## config.mk

```make
export PLATFORM = sky130hd
export DESIGN_NAME = door_actuator_ctrl
export DESIGN_NICKNAME = d
export VERILOG_FILES = /design/src/rtl/elc_defs.sv /design/src/rtl/elc_down_timer.sv /design/src/rtl/door_actuator_ctrl.sv
export SDC_FILE = /design/constraint.sdc
export NUM_CORES = 1
export LEC_CHECK = 0
export CAP_MARGIN = 10
export CORE_MARGIN = 2
export CORE_UTILIZATION = 50
export CTS_CLUSTER_SIZE = 30
export DETAILED_ROUTE_END_ITERATION = 10
export GPL_ROUTABILITY_DRIVEN = 1
export PLACE_DENSITY_LB_ADDON = 0.2
export REMOVE_ABC_BUFFERS = 1
export SLEW_MARGIN = 30
export SYNTH_ARGS = -nofsm -noshare
export SYNTH_HDL_FRONTEND = slang
export SYNTH_SLANG_ARGS = --single-unit
```

## constraint.sdc

```tcl
create_clock -name clk -period 2.7 [get_ports clk]
set_input_delay 0.54 -clock clk [delete_from_list [all_inputs] [get_ports clk]]
set_output_delay 0.54 -clock clk [all_outputs]
set_load 0.005 [all_outputs]
```

## src/rtl/elc_defs.sv

```systemverilog
`default_nettype none
// ============================================================================
//  Module      : elc_defs (package)
//  Description : Shared definitions for the door actuator controller: FSM
//                state encodings, default parameter values and a helper
//                that sizes the shared down-timer.
//  Revision    : 1.0 - initial release
// ============================================================================
package elc_defs;

    // Default parameter values for door_actuator_ctrl
    localparam int c_def_unlock_cycles = 8;
    localparam int c_def_open_limit    = 16;
    localparam int c_def_err_limit     = 3;
    localparam int c_def_beep_cycles   = 4;

    // FSM state encodings (visible on the state output port)
    typedef enum logic [2:0] {
        ST_LOCKED   = 3'd0,
        ST_RELEASED = 3'd1,
        ST_OPEN     = 3'd2,
        ST_HELD     = 3'd3,
        ST_FORCED   = 3'd4
    } elc_state_e;

    // Timer width: clog2 of the larger of the two load lengths, never below 1
    function automatic int elc_timer_width(input int a, input int b);
        int m;
        m = (a > b) ? a : b;
        return ($clog2(m) > 0) ? $clog2(m) : 1;
    endfunction

endpackage
`default_nettype wire

```

## src/rtl/elc_down_timer.sv

```systemverilog
`default_nettype none
// ============================================================================
//  Module      : elc_down_timer
//  Description : Loadable down-counter that holds at zero (no wrap) and flags
//                when it has reached zero. Shared by RELEASED and OPEN.
//  Revision    : 1.0 - initial release
// ============================================================================
module elc_down_timer #(
    parameter int WIDTH = 4
) (
    input  logic             clk,
    input  logic             reset,
    input  logic             load,
    input  logic [WIDTH-1:0] load_val,
    output logic             zero
);

    logic [WIDTH-1:0] count_q;
    logic [WIDTH-1:0] count_d;

    // Next count: a load wins, otherwise decrement and hold at zero
    always_comb begin
        count_d = count_q;
        if (load) begin
            count_d = load_val;
        end else if (count_q != '0) begin
            count_d = count_q - 1'b1;
        end
    end

    // Count register, cleared by the asynchronous active-low reset
    always_ff @(posedge clk or negedge reset) begin
        if (!reset) begin
            count_q <= '0;
        end else begin
            count_q <= count_d;
        end
    end

    assign zero = (count_q == '0);

endmodule
`default_nettype wire

```

## src/rtl/door_actuator_ctrl.sv

```systemverilog
`default_nettype none
// ============================================================================
//  Module      : door_actuator_ctrl
//  Description : Door latch actuator controller. Releases the latch on an
//                unlock edge, supervises how long the door stays open, latches
//                a forced-entry alarm and sounds a warning beep after a run of
//                lock-controller errors.
//  Revision    : 1.0 - initial release
// ============================================================================
module door_actuator_ctrl
    import elc_defs::*;
#(
    parameter int UNLOCK_CYCLES = c_def_unlock_cycles,
    parameter int OPEN_LIMIT    = c_def_open_limit,
    parameter int ERR_LIMIT     = c_def_err_limit,
    parameter int BEEP_CYCLES   = c_def_beep_cycles
) (
    input  logic       clk,
    input  logic       reset,
    input  logic       unlock,
    input  logic       error,
    input  logic       card_is_needed,
    input  logic       door_closed,
    input  logic       alarm_clr,
    output logic       latch_release,
    output logic       alarm,
    output logic       warn_beep,
    output logic       card_prompt,
    output logic [2:0] state
);

    localparam int c_timer_w = elc_timer_width(UNLOCK_CYCLES, OPEN_LIMIT);
    localparam int c_err_w   = $clog2(ERR_LIMIT + 1);
    localparam int c_beep_w  = $clog2(BEEP_CYCLES + 1);

    localparam logic [c_timer_w-1:0] c_unlock_load = c_timer_w'(UNLOCK_CYCLES - 1);
    localparam logic [c_timer_w-1:0] c_open_load   = c_timer_w'(OPEN_LIMIT - 1);
    localparam logic [c_err_w-1:0]   c_err_last    = c_err_w'(ERR_LIMIT - 1);
    localparam logic [c_beep_w-1:0]  c_beep_len    = c_beep_w'(BEEP_CYCLES);

    // ------------------------------------------------------------------
    // Input conditioning
    // ------------------------------------------------------------------
    logic dc_meta_q;
    logic dc_s_q;
    logic unlock_q;
    logic error_q;
    logic card_prompt_q;

    // Door sensor synchronizer (idles "closed"), edge-detect delays, card prompt delay
    always_ff @(posedge clk or negedge reset) begin
        if (!reset) begin
            dc_meta_q     <= 1'b1;
            dc_s_q        <= 1'b1;
            unlock_q      <= 1'b0;
            error_q       <= 1'b0;
            card_prompt_q <= 1'b0;
        end else begin
            dc_meta_q     <= door_closed;
            dc_s_q        <= dc_meta_q;
            unlock_q      <= unlock;
            error_q       <= error;
            card_prompt_q <= card_is_needed;
        end
    end

    logic w_unlock_edge;
    logic w_error_edge;

    assign w_unlock_edge = unlock & ~unlock_q;
    assign w_error_edge  = error & ~error_q;

    // ------------------------------------------------------------------
    // Shared down-timer
    // ------------------------------------------------------------------
    logic                 w_tmr_load;
    logic [c_timer_w-1:0] w_tmr_val;
    logic                 w_tmr_zero;

    elc_down_timer #(
        .WIDTH    (c_timer_w)
    ) u_timer (
        .clk      (clk),
        .reset    (reset),
        .load     (w_tmr_load),
        .load_val (w_tmr_val),
        .zero     (w_tmr_zero)
    );

    // ------------------------------------------------------------------
    // Door FSM
    // ------------------------------------------------------------------
    elc_state_e state_q;
    elc_state_e state_d;
    logic       latch_release_q;
    logic       latch_release_d;
    logic       alarm_q;
    logic       alarm_d;

    // Next-state, timer load and Moore output decode of the next state
    always_comb begin
        state_d    = state_q;
        w_tmr_load = 1'b0;
        w_tmr_val  = '0;
        case (state_q)
            ST_LOCKED: begin
                // A door opening without release takes priority over unlock
                if (!dc_s_q) begin
                    state_d = ST_FORCED;
                end else if (w_unlock_edge) begin
                    state_d    = ST_RELEASED;
                    w_tmr_load = 1'b1;
                    w_tmr_val  = c_unlock_load;
                end
            end
            ST_RELEASED: begin
                // Further unlock edges are ignored here: no timer reload
                if (!dc_s_q) begin
                    state_d    = ST_OPEN;
                    w_tmr_load = 1'b1;
                    w_tmr_val  = c_open_load;
                end else if (w_tmr_zero) begin
                    state_d = ST_LOCKED;
                end
            end
            ST_OPEN: begin
                if (dc_s_q) begin
                    state_d = ST_LOCKED;
                end else if (w_tmr_zero) begin
                    state_d = ST_HELD;
                end
            end
            ST_HELD: begin
                if (dc_s_q) begin
                    state_d = ST_LOCKED;
                end
            end
            ST_FORCED: begin
                // Acknowledge only counts once the door is shut again
                if (alarm_clr && dc_s_q) begin
                    state_d = ST_LOCKED;
                end
            end
            default: begin
                state_d = ST_LOCKED;
            end
        endcase
        latch_release_d = (state_d == ST_RELEASED);
        alarm_d         = (state_d == ST_HELD) || (state_d == ST_FORCED);
    end

    // State register with registered Moore outputs
    always_ff @(posedge clk or negedge reset) begin
        if (!reset) begin
            state_q         <= ST_LOCKED;
            latch_release_q <= 1'b0;
            alarm_q         <= 1'b0;
        end else begin
            state_q         <= state_d;
            latch_release_q <= latch_release_d;
            alarm_q         <= alarm_d;
        end
    end

    // ------------------------------------------------------------------
    // Error counter and warning beep
    // ------------------------------------------------------------------
    logic [c_err_w-1:0]  err_cnt_q;
    logic [c_err_w-1:0]  err_cnt_d;
    logic [c_beep_w-1:0] beep_cnt_q;
    logic [c_beep_w-1:0] beep_cnt_d;
    logic                warn_beep_q;
    logic                warn_beep_d;

    // Count error edges; the unlock clear wins; reaching the limit fires a beep
    always_comb begin
        err_cnt_d  = err_cnt_q;
        beep_cnt_d = beep_cnt_q;
        if (beep_cnt_q != '0) begin
            beep_cnt_d = beep_cnt_q - 1'b1;
        end
        if (w_unlock_edge) begin
            err_cnt_d = '0;
        end else if (w_error_edge) begin
            if (err_cnt_q >= c_err_last) begin
                err_cnt_d = '0;
                // A beep already sounding is neither restarted nor extended
                if (beep_cnt_q == '0) begin
                    beep_cnt_d = c_beep_len;
                end
            end else begin
                err_cnt_d = err_cnt_q + 1'b1;
            end
        end
        warn_beep_d = (beep_cnt_d != '0);
    end

    // Error count, beep length counter and registered beep output
    always_ff @(posedge clk or negedge reset) begin
        if (!reset) begin
            err_cnt_q   <= '0;
            beep_cnt_q  <= '0;
            warn_beep_q <= 1'b0;
        end else begin
            err_cnt_q   <= err_cnt_d;
            beep_cnt_q  <= beep_cnt_d;
            warn_beep_q <= warn_beep_d;
        end
    end

    assign latch_release = latch_release_q;
    assign alarm         = alarm_q;
    assign warn_beep     = warn_beep_q;
    assign card_prompt   = card_prompt_q;
    assign state         = state_q;

endmodule
`default_nettype wire

```

==> metrics <==
GPL Wtd Cong 0.8312; DRC violations left 0; total power 0.001001 W; Top Ports 14; Area growth, synth to finish 21.02%; Vias between 700 and 800; DP HPWL ~1200 µm; clock transition at the registers of the reported paths between 100 and 150 ps; WL/cell roughly 13 µm; clk_skew between 1.5 and 2 ps; critical path's top delay family buffers and inverters; clk sinks 20; crit path launch type flop; Min Hold Slack around 360 ps; asr flop ratio synth between 90% and 100%; pwr dens between 800 and 900 mW/mm²; fin crit period approximately 1900 ps; Rows 15; CP Capture Type output pin; Rel. slew slack approximately three quarters; dominant cell type by area after synthesis dfrtp_1; CTS resizes 0; Worst Setup Slack, final approximately 760 ps; Mapped Cells 85; final hold violations 0; post-synthesis sequential area ratio 52.48%; DIE AREA approximately 0.0023 mm²; CTS tree yes; Core ar. 0.001764 mm²; H-tree Lvls 1; Worst Path Buf+Inv 1; nets@finish roughly 110; endpoints failing setup 0; first-pass GRT wire length approximately 2600 µm; outcome completed; DR vias/cell roughly 5.5; Final Cycle Share between 70% and 80%; drt first-iter violations 14; final core utilization 65.74%; area fraction of the dominant cell type after synthesis about 47%; final setup TNS 0 ps; critical path type reg -> out; vias in the first global route between 600 and 700; leakage power just over 0.5 nW; slew of the pin with the lowest slew margin ~360 ps; chip height around 48 µm; GRT Total Usage ~17%; max cap viols 0; Fmax ~500 MHz; CP required about 2200 ps; Post-synth top cells dfrtp_1 (18), inv_1 (6), nand2b_1 (6), a21oi_1 (5), nand2_1 (5); final slew viol count 0; final wirelength 1700 µm; CP peak stage delay ~570 ps; initial antenna violation count 0; Post-Syn Area about 960 µm²; drt pass-1 iters 4; CTS Hold Buffers Added 0; Post-CTS Repair Setup Buffers 0; top post-synthesis cells by area dfrtp_1 (47%), dfstp_2 (5.5%), ha_1 (5.2%), nand2b_1 (3.9%), a21oi_1 (2.6%); count leader, synth dfrtp_1; Mean Syn Cell Area 11.28 µm²; share of cells above drive strength 1 a little over a tenth; grt total ovfl 0; HP Class reg -> reg; clock root cell clkbuf_4; Clock Latency Late Sink slightly above 300 ps; diode count 0; effective utilization at floorplan between 50% and 60%; Place WS 883.4 ps; ANT nets after route 0; number of synthesized flops with an enable pin 0; largest net degree at the start of global routing 21; RSZ-0062 raised after global routing false; Cell variety after synth 38; Port Buffers 13; synth warn 0; clock buffer depth 2; Most used DFF post-synth dfrtp_1; post-synthesis register bit count 20; CP max stage cell clkdlybuf4s50_1; CTS buffer count 3; CP max FO 10; chip width ~48 µm; critical-path cell list clkdlybuf4s50_1; WP data arrival ~1400 ps; VDD IR-drop max ~0.00053 V
flip-flops by register name, summed over array words and instances (netlist names):
register and flops:
latch_release 1, err_cnt_q 2, dc_s_q 1, unlock_q 1, state 3, u_timer.count_q 4, error_q 1, warn_beep 1
alarm 1, card_prompt 1, dc_meta_q 1, beep_cnt_q 3
layout make-up:
cell class	count	area, µm²
Sequential cell	20	503.0
Timing Repair Buffer	14	137.6
Fill cell	149	604.3
Multi-Input combinational cell	58	429.2
Clock buffer	4	36.28
Inverter	6	22.52
Tap cell	25	31.28
per-stage QoR:
stage	instances	instance area [µm²]
after floorplan	84	954.7
after global routing	127	1160
after detailed placement	123	1124
after global placement	123	1124
after CTS	127	1160
final	127	1160
per-layer routing:
| metal | routed length [µm] | part of all wire [%] | up-vias | global-route usage, % |
|---|---|---|---|---|
| met5 | 0 | 0 | - | 0 |
| met2 | 758 | 45 | 19 | 24.80 |
| met1 | 828 | 49 | 337 | 23.08 |
| met4 | 26 | 1.5 | 0 | 8.108 |
| li1 | - | - | 342 | - |
| met3 | 86 | 5.1 | 3 | 3.774 |
where the power goes:
| part | switching, W | total [W] | internal [W] |
|---|---|---|---|
| registers | 0.0000609 | 0.000432 | 0.000371 |
| logic | 0.000178 | 0.000386 | 0.000208 |
| clock network | 0.000100 | 0.000183 | 0.0000825 |
cells in the final DEF, fill, tap and decap left out, drive strengths merged, types with 2 or more instances in the layout:
| cell type | n |
|---|---|
| nor2 | 2 |
| nand2b | 6 |
| a21oi | 5 |
| clkbuf | 4 |
| clkdlybuf4s50 | 13 |
| a211oi | 2 |
| o211ai | 2 |
| inv | 6 |
| o22ai | 2 |
| dfrtp | 18 |
| nand2 | 5 |
| and3 | 2 |
| ha | 4 |
| dfstp | 2 |
| and3b | 2 |
| nor2b | 4 |
| or3b | 2 |
cell families (layout without fill, tap and decap cells):
kind of cell    Yosys count  count (layout)  share of synthesized area (%)
compound gates           19              19                          14.36
xor+xnor                  1               1                         0.9140
fa+ha+maj                 4               4                          5.222
buf+inv                   7              24                          2.741
flops                    20              20                          52.48
simple gates             34              34                          24.28
final timing paths:
kind | cells after the start | startpoint | slack [ps] | end
max | 1 | state[0]$_DFF_PN0_ | 760 | state[0]
min | 0 | dc_meta_q$_DFF_PN1_ | 360 | dc_s_q$_DFF_PN1_
max reg2reg | 7 | beep_cnt_q[0]$_DFF_PN0_ | 890 | warn_beep$_DFF_PN0_
min reg2reg | 0 | dc_meta_q$_DFF_PN1_ | 360 | dc_s_q$_DFF_PN1_
max in group asynchronous | 2 | reset | 1880 | dc_meta_q$_DFF_PN1_
min in group asynchronous | 2 | reset | 550 | u_timer.count_q[0]$_DFFE_PN0P_
(Power assumes the default switching activity.)
